===== src/rtl/sysbus_pkg.sv =====
// Shared types and geometry for the system-bus memory responder.
// A memory line is four 32-bit words; the bus moves one word per request.
package sysbus_pkg;

   localparam int LINE_BYTES     = 16;
   localparam int WORDS_PER_LINE = 4;
   localparam int WORD_BYTES     = 4;

   typedef enum logic [2:0] {
      IDLE,
      RD,
      WAIT,
      WR,
      RESP
   } state_e;

endpackage


===== src/rtl/line_merge.sv =====
// Replaces the masked bytes of one word inside a memory line.
// Purely combinational; unmasked bytes pass through unchanged.
module line_merge
   import sysbus_pkg::*;
#(
   parameter int LINE_W = 128
) (
   input  logic [LINE_W-1:0] line_i,
   input  logic [1:0]        word_idx_i,
   input  logic [3:0]        mask_i,
   input  logic [31:0]       word_i,
   output logic [LINE_W-1:0] line_o
);

   always_comb begin
      line_o = line_i;
      for (int w = 0; w < WORDS_PER_LINE; w++) begin
         for (int b = 0; b < WORD_BYTES; b++) begin
            if (word_idx_i == 2'(w) && mask_i[b]) begin
               line_o[(w*WORD_BYTES+b)*8 +: 8] = word_i[b*8 +: 8];
            end
         end
      end
   end

endmodule


===== src/rtl/sysbus_mem_responder.sv =====
// Bridges 32-bit system-bus requests onto a line-wide memory using
// read-modify-write for partial stores.
module sysbus_mem_responder
   import sysbus_pkg::*;
#(
   parameter int ADDR_W = 32,
   parameter int LINE_W = 128
) (
   input  logic              clk,
   input  logic              rst_n,
   input  logic              system_bus_en,
   input  logic              system_bus_rdwr,
   input  logic [3:0]        system_bus_mask,
   input  logic [ADDR_W-1:0] system_bus_addr,
   input  logic [31:0]       system_bus_wr_data,
   output logic [31:0]       system_bus_rd_data,
   output logic              system_bus_ready,
   output logic              mem_en,
   output logic              mem_we,
   output logic [ADDR_W-5:0] mem_addr,
   output logic [LINE_W-1:0] mem_wr_data,
   input  logic [LINE_W-1:0] mem_rd_data
);

   state_e              state_q;
   logic                rdwr_q;
   logic [3:0]          mask_q;
   logic [1:0]          widx_q;
   logic [31:0]         wdata_q;
   logic [LINE_W-1:0]   line_q;
   logic [31:0]         rd_data_q;
   logic                ready_q;
   logic                mem_en_q;
   logic                mem_we_q;
   logic [ADDR_W-5:0]   mem_addr_q;
   logic [LINE_W-1:0]   merged;
   logic                unused_addr_lsb;

   // Byte offset within the word is irrelevant: access is word-granular.
   assign unused_addr_lsb = ^system_bus_addr[1:0];

   line_merge #(
      .LINE_W (LINE_W)
   ) u_merge (
      .line_i     (line_q),
      .word_idx_i (widx_q),
      .mask_i     (mask_q),
      .word_i     (wdata_q),
      .line_o     (merged)
   );

   always_ff @(posedge clk or negedge rst_n) begin
      if (!rst_n) begin
         state_q    <= IDLE;
         rdwr_q     <= 1'b0;
         mask_q     <= '0;
         widx_q     <= '0;
         wdata_q    <= '0;
         line_q     <= '0;
         rd_data_q  <= '0;
         ready_q    <= 1'b0;
         mem_en_q   <= 1'b0;
         mem_we_q   <= 1'b0;
         mem_addr_q <= '0;
      end else begin
         ready_q  <= 1'b0;
         mem_en_q <= 1'b0;
         mem_we_q <= 1'b0;
         unique case (state_q)
            IDLE: begin
               if (system_bus_en) begin
                  rdwr_q     <= system_bus_rdwr;
                  mask_q     <= system_bus_mask;
                  widx_q     <= system_bus_addr[3:2];
                  wdata_q    <= system_bus_wr_data;
                  mem_addr_q <= system_bus_addr[ADDR_W-1:4];
                  // A store with no byte enables has nothing to merge.
                  if (system_bus_rdwr && system_bus_mask == 4'b0000) begin
                     state_q <= RESP;
                     ready_q <= 1'b1;
                  end else begin
                     state_q  <= RD;
                     mem_en_q <= 1'b1;
                  end
               end
            end
            RD: begin
               state_q <= WAIT;
            end
            WAIT: begin
               line_q <= mem_rd_data;
               if (rdwr_q) begin
                  state_q  <= WR;
                  mem_en_q <= 1'b1;
                  mem_we_q <= 1'b1;
               end else begin
                  state_q   <= RESP;
                  ready_q   <= 1'b1;
                  rd_data_q <= mem_rd_data[{widx_q, 5'd0} +: 32];
               end
            end
            WR: begin
               state_q <= RESP;
               ready_q <= 1'b1;
            end
            RESP: begin
               state_q <= IDLE;
            end
            default: begin
               state_q <= IDLE;
            end
         endcase
      end
   end

   assign system_bus_rd_data = rd_data_q;
   assign system_bus_ready   = ready_q;
   assign mem_en             = mem_en_q;
   assign mem_we             = mem_we_q;
   assign mem_addr           = mem_addr_q;
   assign mem_wr_data        = mem_we_q ? merged : '0;

endmodule


===== config.mk =====
export PLATFORM = sky130hd
export DESIGN_NAME = sysbus_mem_responder
export DESIGN_NICKNAME = d
export VERILOG_FILES = /design/src/rtl/sysbus_pkg.sv /design/src/rtl/line_merge.sv /design/src/rtl/sysbus_mem_responder.sv
export SDC_FILE = /design/constraint.sdc
export NUM_CORES = 1
export LEC_CHECK = 0
export BUFFER_PORTS_ARGS = -buffer_cell sky130_fd_sc_hd__buf_2
export CORE_MARGIN = 2
export CORE_UTILIZATION = 46
export DETAILED_ROUTE_END_ITERATION = 7
export HOLD_SLACK_MARGIN = 0.12
export PLACE_DENSITY_LB_ADDON = 0.1
export REMOVE_ABC_BUFFERS = 1
export SYNTH_ARGS = -nofsm -noshare
export SYNTH_HDL_FRONTEND = slang
export SYNTH_SLANG_ARGS = --single-unit

===== constraint.sdc =====
create_clock -name clk -period 1.7 [get_ports clk]
set_clock_uncertainty 0.1 [all_clocks]
set_input_delay 0.34 -clock clk [delete_from_list [all_inputs] [get_ports clk]]
set_output_delay 0.34 -clock clk [all_outputs]
set_load 0.03 [all_outputs]

# Word level (Yosys, flattened, before mapping)
# Cells that the tools add are included.
# op_classes
addsub	0
mul	0
n_div	0
magnitude_cmp	0
n_eq_ne	7
shifts	1
mux	30
n_bitwise	1
reduce_logical	22
# op_table
op	n
$mux 128	1
$mux 8	16
$shiftx 128x8->32	1
$logic_and 1x1->1	17
$pmux 3 s4	1
$mux 3	3
$mux 1	7
$eq 3x2->1 const B	2
$eq 2x2->1 const B	2
$logic_not 4->1	1
$reduce_and 2->1	2
$eq 3x1->1 const B	1
$logic_not 3->1	1
$pmux 1 s3	1
$eq 2x1->1 const B	1
$logic_not 2->1	1
$ne 2x2->1 const B	1
$pmux 1 s2	1
$not 1->1	1
# totals
regBits	233
latch_bits	0
ram_bits	0
rom_bits	0
input_bits	200
output_inout_bits	191
wordCells	72
memories	0

# Logic depth before layout (Yosys ltp)
# depth
ltp_word	5
ltp_mapped	5

# Hierarchy
# A second synthesis with hierarchy kept.
# hier_totals
hier_cells	830
area_unflattened_um2	12054.1
# modules_own_cells
mod	n_inst	cells_per_inst	area_each_um2
sysbus_mem_responder	1	682	10334.9
line_merge	1	148	1719.1

# Worst setup path before layout
# Ideal clock, no wire load.
# synth_path
kind	register -> output
from	reg widx_q[0]
to	out mem_wr_data[100]
t_arrival_ns	1.527
required_time_ns	1.260
path_slack_ns	-0.267
stages_incl_launch_ff	5
path_cell_list	dfrtp_1 -> buf_2 -> nand3_1 -> mux2i_1 -> nor2b_1
# synth_via
elab_chain_cells	4
# synth_lines
item	line	text
start, declared	sysbus_mem_responder.sv:28	logic [1:0] widx_q;
start signal, assigned	sysbus_mem_responder.sv:74	widx_q <= system_bus_addr[3:2];
$eq 2x2->1	line_merge.sv:19	if (word_idx_i == 2'(w) && mask_i[b]) begin
$logic_and 1x1->1	line_merge.sv:19	
$mux 8	line_merge.sv:19	
$mux 128	sysbus_mem_responder.sv:121	assign mem_wr_data = mem_we_q ? merged : '0;
end, declared	sysbus_mem_responder.sv:21	output logic [LINE_W-1:0] mem_wr_data,
# Every way passes these cells.

# Worst setup path in the final report
# layout_path
from	reg widx_q[0]
to	out mem_wr_data[71]
# The elaborated chain is that of the path after synthesis.

==> metrics.csv <==
stage;metric;value;unit
routing;first_iter_violations;461;
critical_path;critPathArrivalTime;2.09;ns
synthesis;synth_ff_type;dfrtp_1;
synthesis;synth_edf_count;0;
cts;cts_tree;yes;
sta;fin_ws;-0.834;ns
routing;detail_route.first_pass.iterations;4;
placement;dp_slack;-0.438;ns
critical_path;slowest_delay;0.52;ns
synthesis;async_flop_share;100;%
cts;cts_sinks;233;
routing;final_antenna_net_count;0;
critical_path;required;1.26;ns
layout;area_growth;63.0;%
global_route;antenna_found_initial;1;
sta;worst_pin_slew;0.604;ns
routing;vias;9727;
synthesis;yosysTopAreaCell;dfrtp_1;
pwr;switching_share;37.2;%
placement;dp_hpwl;24.2;mm
critical_path;critPathLaunch;widx_q[0];
global_route;grt_overflow;0;
synthesis;ys_ff_latch;233;
cts;numCtsBuffers;27;
hold_path;hp-class;in -> async;
synthesis;yosysTopAreaCellShare;49.4;%
die;fp.dieArea;26900;sq um
die;die_h;164;um
pwr;ir_worst_vdd;1.25;mV
routing;via_per_inst;5.23;
sta;fmax;0.395;GHz
sta;fin_crit;2.53;ns
placement;gp_congestion;0.800;
sta;finalHoldViolations;0;
layout;seq_area;5840;sq um
run_status;violations;negative setup slack;
critical_path;crit_buf_inv;3;
pwr;powerDensity;1890;nW/um^2
sta;slew_violations;0;
critical_path;cp_top_family;buffers and inverters;
critical_path;crit_chain;buf_4, nand3b_1, buf_6, mux2i_1, nor2b_1, buf_4;
die;start_util;46.9;%
critical_path;critPathKind;reg -> out;
routing;drc;0;
sta;relSlewSlack;59.6;%
layout;layout-drive-gt1-share;54.3;%
synthesis;synth_area_leaders;dfrtp_1 49%, mux2_2 21%, mux2i_1 11%, nor2b_1 6.9%, mux4_2 6.1%;
global_route;grt_pass1_vias;10500;
synthesis;synth_commonest_cells;233 x dfrtp_1, 216 x mux2_2, 130 x nor2b_1;
cts;clock_latency;0.53;ns
placement;place_area;14700;sq um
critical_path;critPathSlowestCell;dfrtp_4;
synthesis;syn_inst;840;
critical_path;startpoint_type;flip-flop;
placement;portBuffers;388;
global_route;grt_max_degree;65;
layout;fill_cells;1577;
synthesis;synth_warnings;0;
pwr;power;36300;uW
run;max_cap_violations;0;
synthesis;synth.cell_area;11800;sq um
pwr;p_clk_share;16.7;%
synthesis;postSynthAreaPerCell;14.0;sq um
cts;clk_pin_slew;0.06;ns
critical_path;critPathCaptureType;primary output;
pwr;p_seq_share;29.0;%
run_status;status;finished with violations;
sta;min_period_over_period;149;%
pwr;cell_internal_pwr;22800;uW
synthesis;yosys.cell_count.top_type;dfrtp_1;
routing;wl_per_cell;21.6;um
sta;rsz0062_at_grt;true;
cts;htree_levels;1;
global_route;grt_pass1_wl;58.4;mm
sta;finalHoldWorstSlack;0.269;ns
routing;drt-total-wl;40.3;mm
placement;dp_cells;1572;
global_route;grt_use_total;28.3;%
layout;num-nets-final;1710;
pwr;leakage;0.00937;uW
synthesis;ys_seq_area_share;49.4;%
die;core_area;25200;sq um
layout;multi_input_area;6120;sq um
die;rows;58;
layout;final_cells;1861;
sta;setup_viol;270;
cts;clock_tree.root_cell;clkbuf_16;
synthesis;synth_cell_type_count;22;
critical_path;rr_startpoint;widx_q[0];
critical_path;cp_max_fo;5;
layout;fin_area;19200;sq um
critical_path;path_common_cell;buf_4;
cts;clk_path_buf_depth;3;
die;ios;391;
pwr;power_frac_comb;54.3;%
pwr;switchingPower;13500;uW
die;die_w;164;um
## stage by stage
stage               setup TNS, ns  util [%]
floorplan                -1124.41         -
global placement           -35.40      58.2
detailed placement         -36.36      58.2
CTS                       -104.32      74.0
global route              -119.75      76.3
finish                    -102.83      76.4
## power groups by stage
stage | clock [uW] | sequential [uW] | combinational (uW)
after floorplan | 0 | 11700 | 7990
after global placement | 0 | 10400 | 15200
after detailed placement | 0 | 10500 | 15400
after CTS | 6160 | 10400 | 18100
after global routing | 6390 | 10900 | 20800
final | 6060 | 10500 | 19700
## tightest hold or removal path: stages
cell,delay (ns)
dlygate4sd3_1,0.56
buf_8,0.15
buf_12,0.21
## path summary, 6_finish.rpt
path,endpoint,slack [ns],cells after the start
worst min register to register,system_bus_rd_data[10],0.39,1
worst min-delay path,line_q[15],0.27,3
max in group asynchronous,line_q[13],0.21,3
min in group clk,system_bus_rd_data[10],0.39,1
worst max-delay path,mem_wr_data[71],-0.83,6
worst max register to register,system_bus_rd_data[6],-0.21,4
## state kept, by name (all words and copies together), names as in the netlist
| name | count |
|---|---|
| line_q | 128 |
| system_bus_rd_data | 32 |
| wdata_q | 32 |
| mem_addr | 28 |
| mask_q | 4 |
| state_q | 3 |
| widx_q | 2 |
| mem_en | 1 |
| mem_we | 1 |
| rdwr_q | 1 |
| system_bus_ready | 1 |
## cells in the final DEF (no fill, tap or decap), types with 2 or more instances in the layout
master,netlist,routed
buf_2,21,269
dfrtp_1,233,228
dlygate4sd3_1,0,197
buf_4,14,142
nor2b_1,130,128
mux2i_1,128,122
mux2_4,0,112
mux2_2,216,110
buf_6,9,36
clkbuf_16,0,33
buf_12,0,33
mux4_2,32,32
nand3b_1,8,8
clkbuf_8,0,8
buf_8,0,8
mux2i_2,0,6
mux2_1,12,6
clkinv_2,0,6
buf_16,0,6
nor3b_4,0,5
clkbuf_4,0,5
nand3_2,0,4
dfrtp_2,0,4
bufinv_16,0,3
diode_2,0,2
a31o_2,2,2
nand2_1,2,2
a21o_1,2,2
clkbuf_1,16,2
## what timing repair did
item,4_1_cts,5_1_grt
setup buffers,22,8
gates resized for setup,193,128
pin swaps,2,1
cloned,9,7
hold endpoints to repair,432,0
hold buffers,197,0
endpoints found under the setup margin,302,329
## metal layers
metal  vias to the layer above  share of wire (%)  GRT usage, %
met5                         -                  0             0
met4                         0                3.2          8.93
met3                        86                5.7          5.18
met2                       359                 51          50.1
met1                      4914                 40          35.0
li1                       4368                  -             -
## cell type report
class	instances	area share [%]
antenna	2	0.0260
clock inverter	11	0.709
sequential	233	30.4
clock buffer	37	4.13
tap	330	2.15
timing repair buffer	702	30.8
multi-input combinational	546	31.8
## cells by family after synthesis
logic type / after synthesis / share of synthesized area (%)
AOI/OAI and AO/OA: 4 / 0.276
buffers and inverters: 61 / 3.18
DFF: 233 / 49.4
muxes: 388 / 38.7
and+or+nand+nor: 154 / 8.40
(Power assumes the default switching activity.)
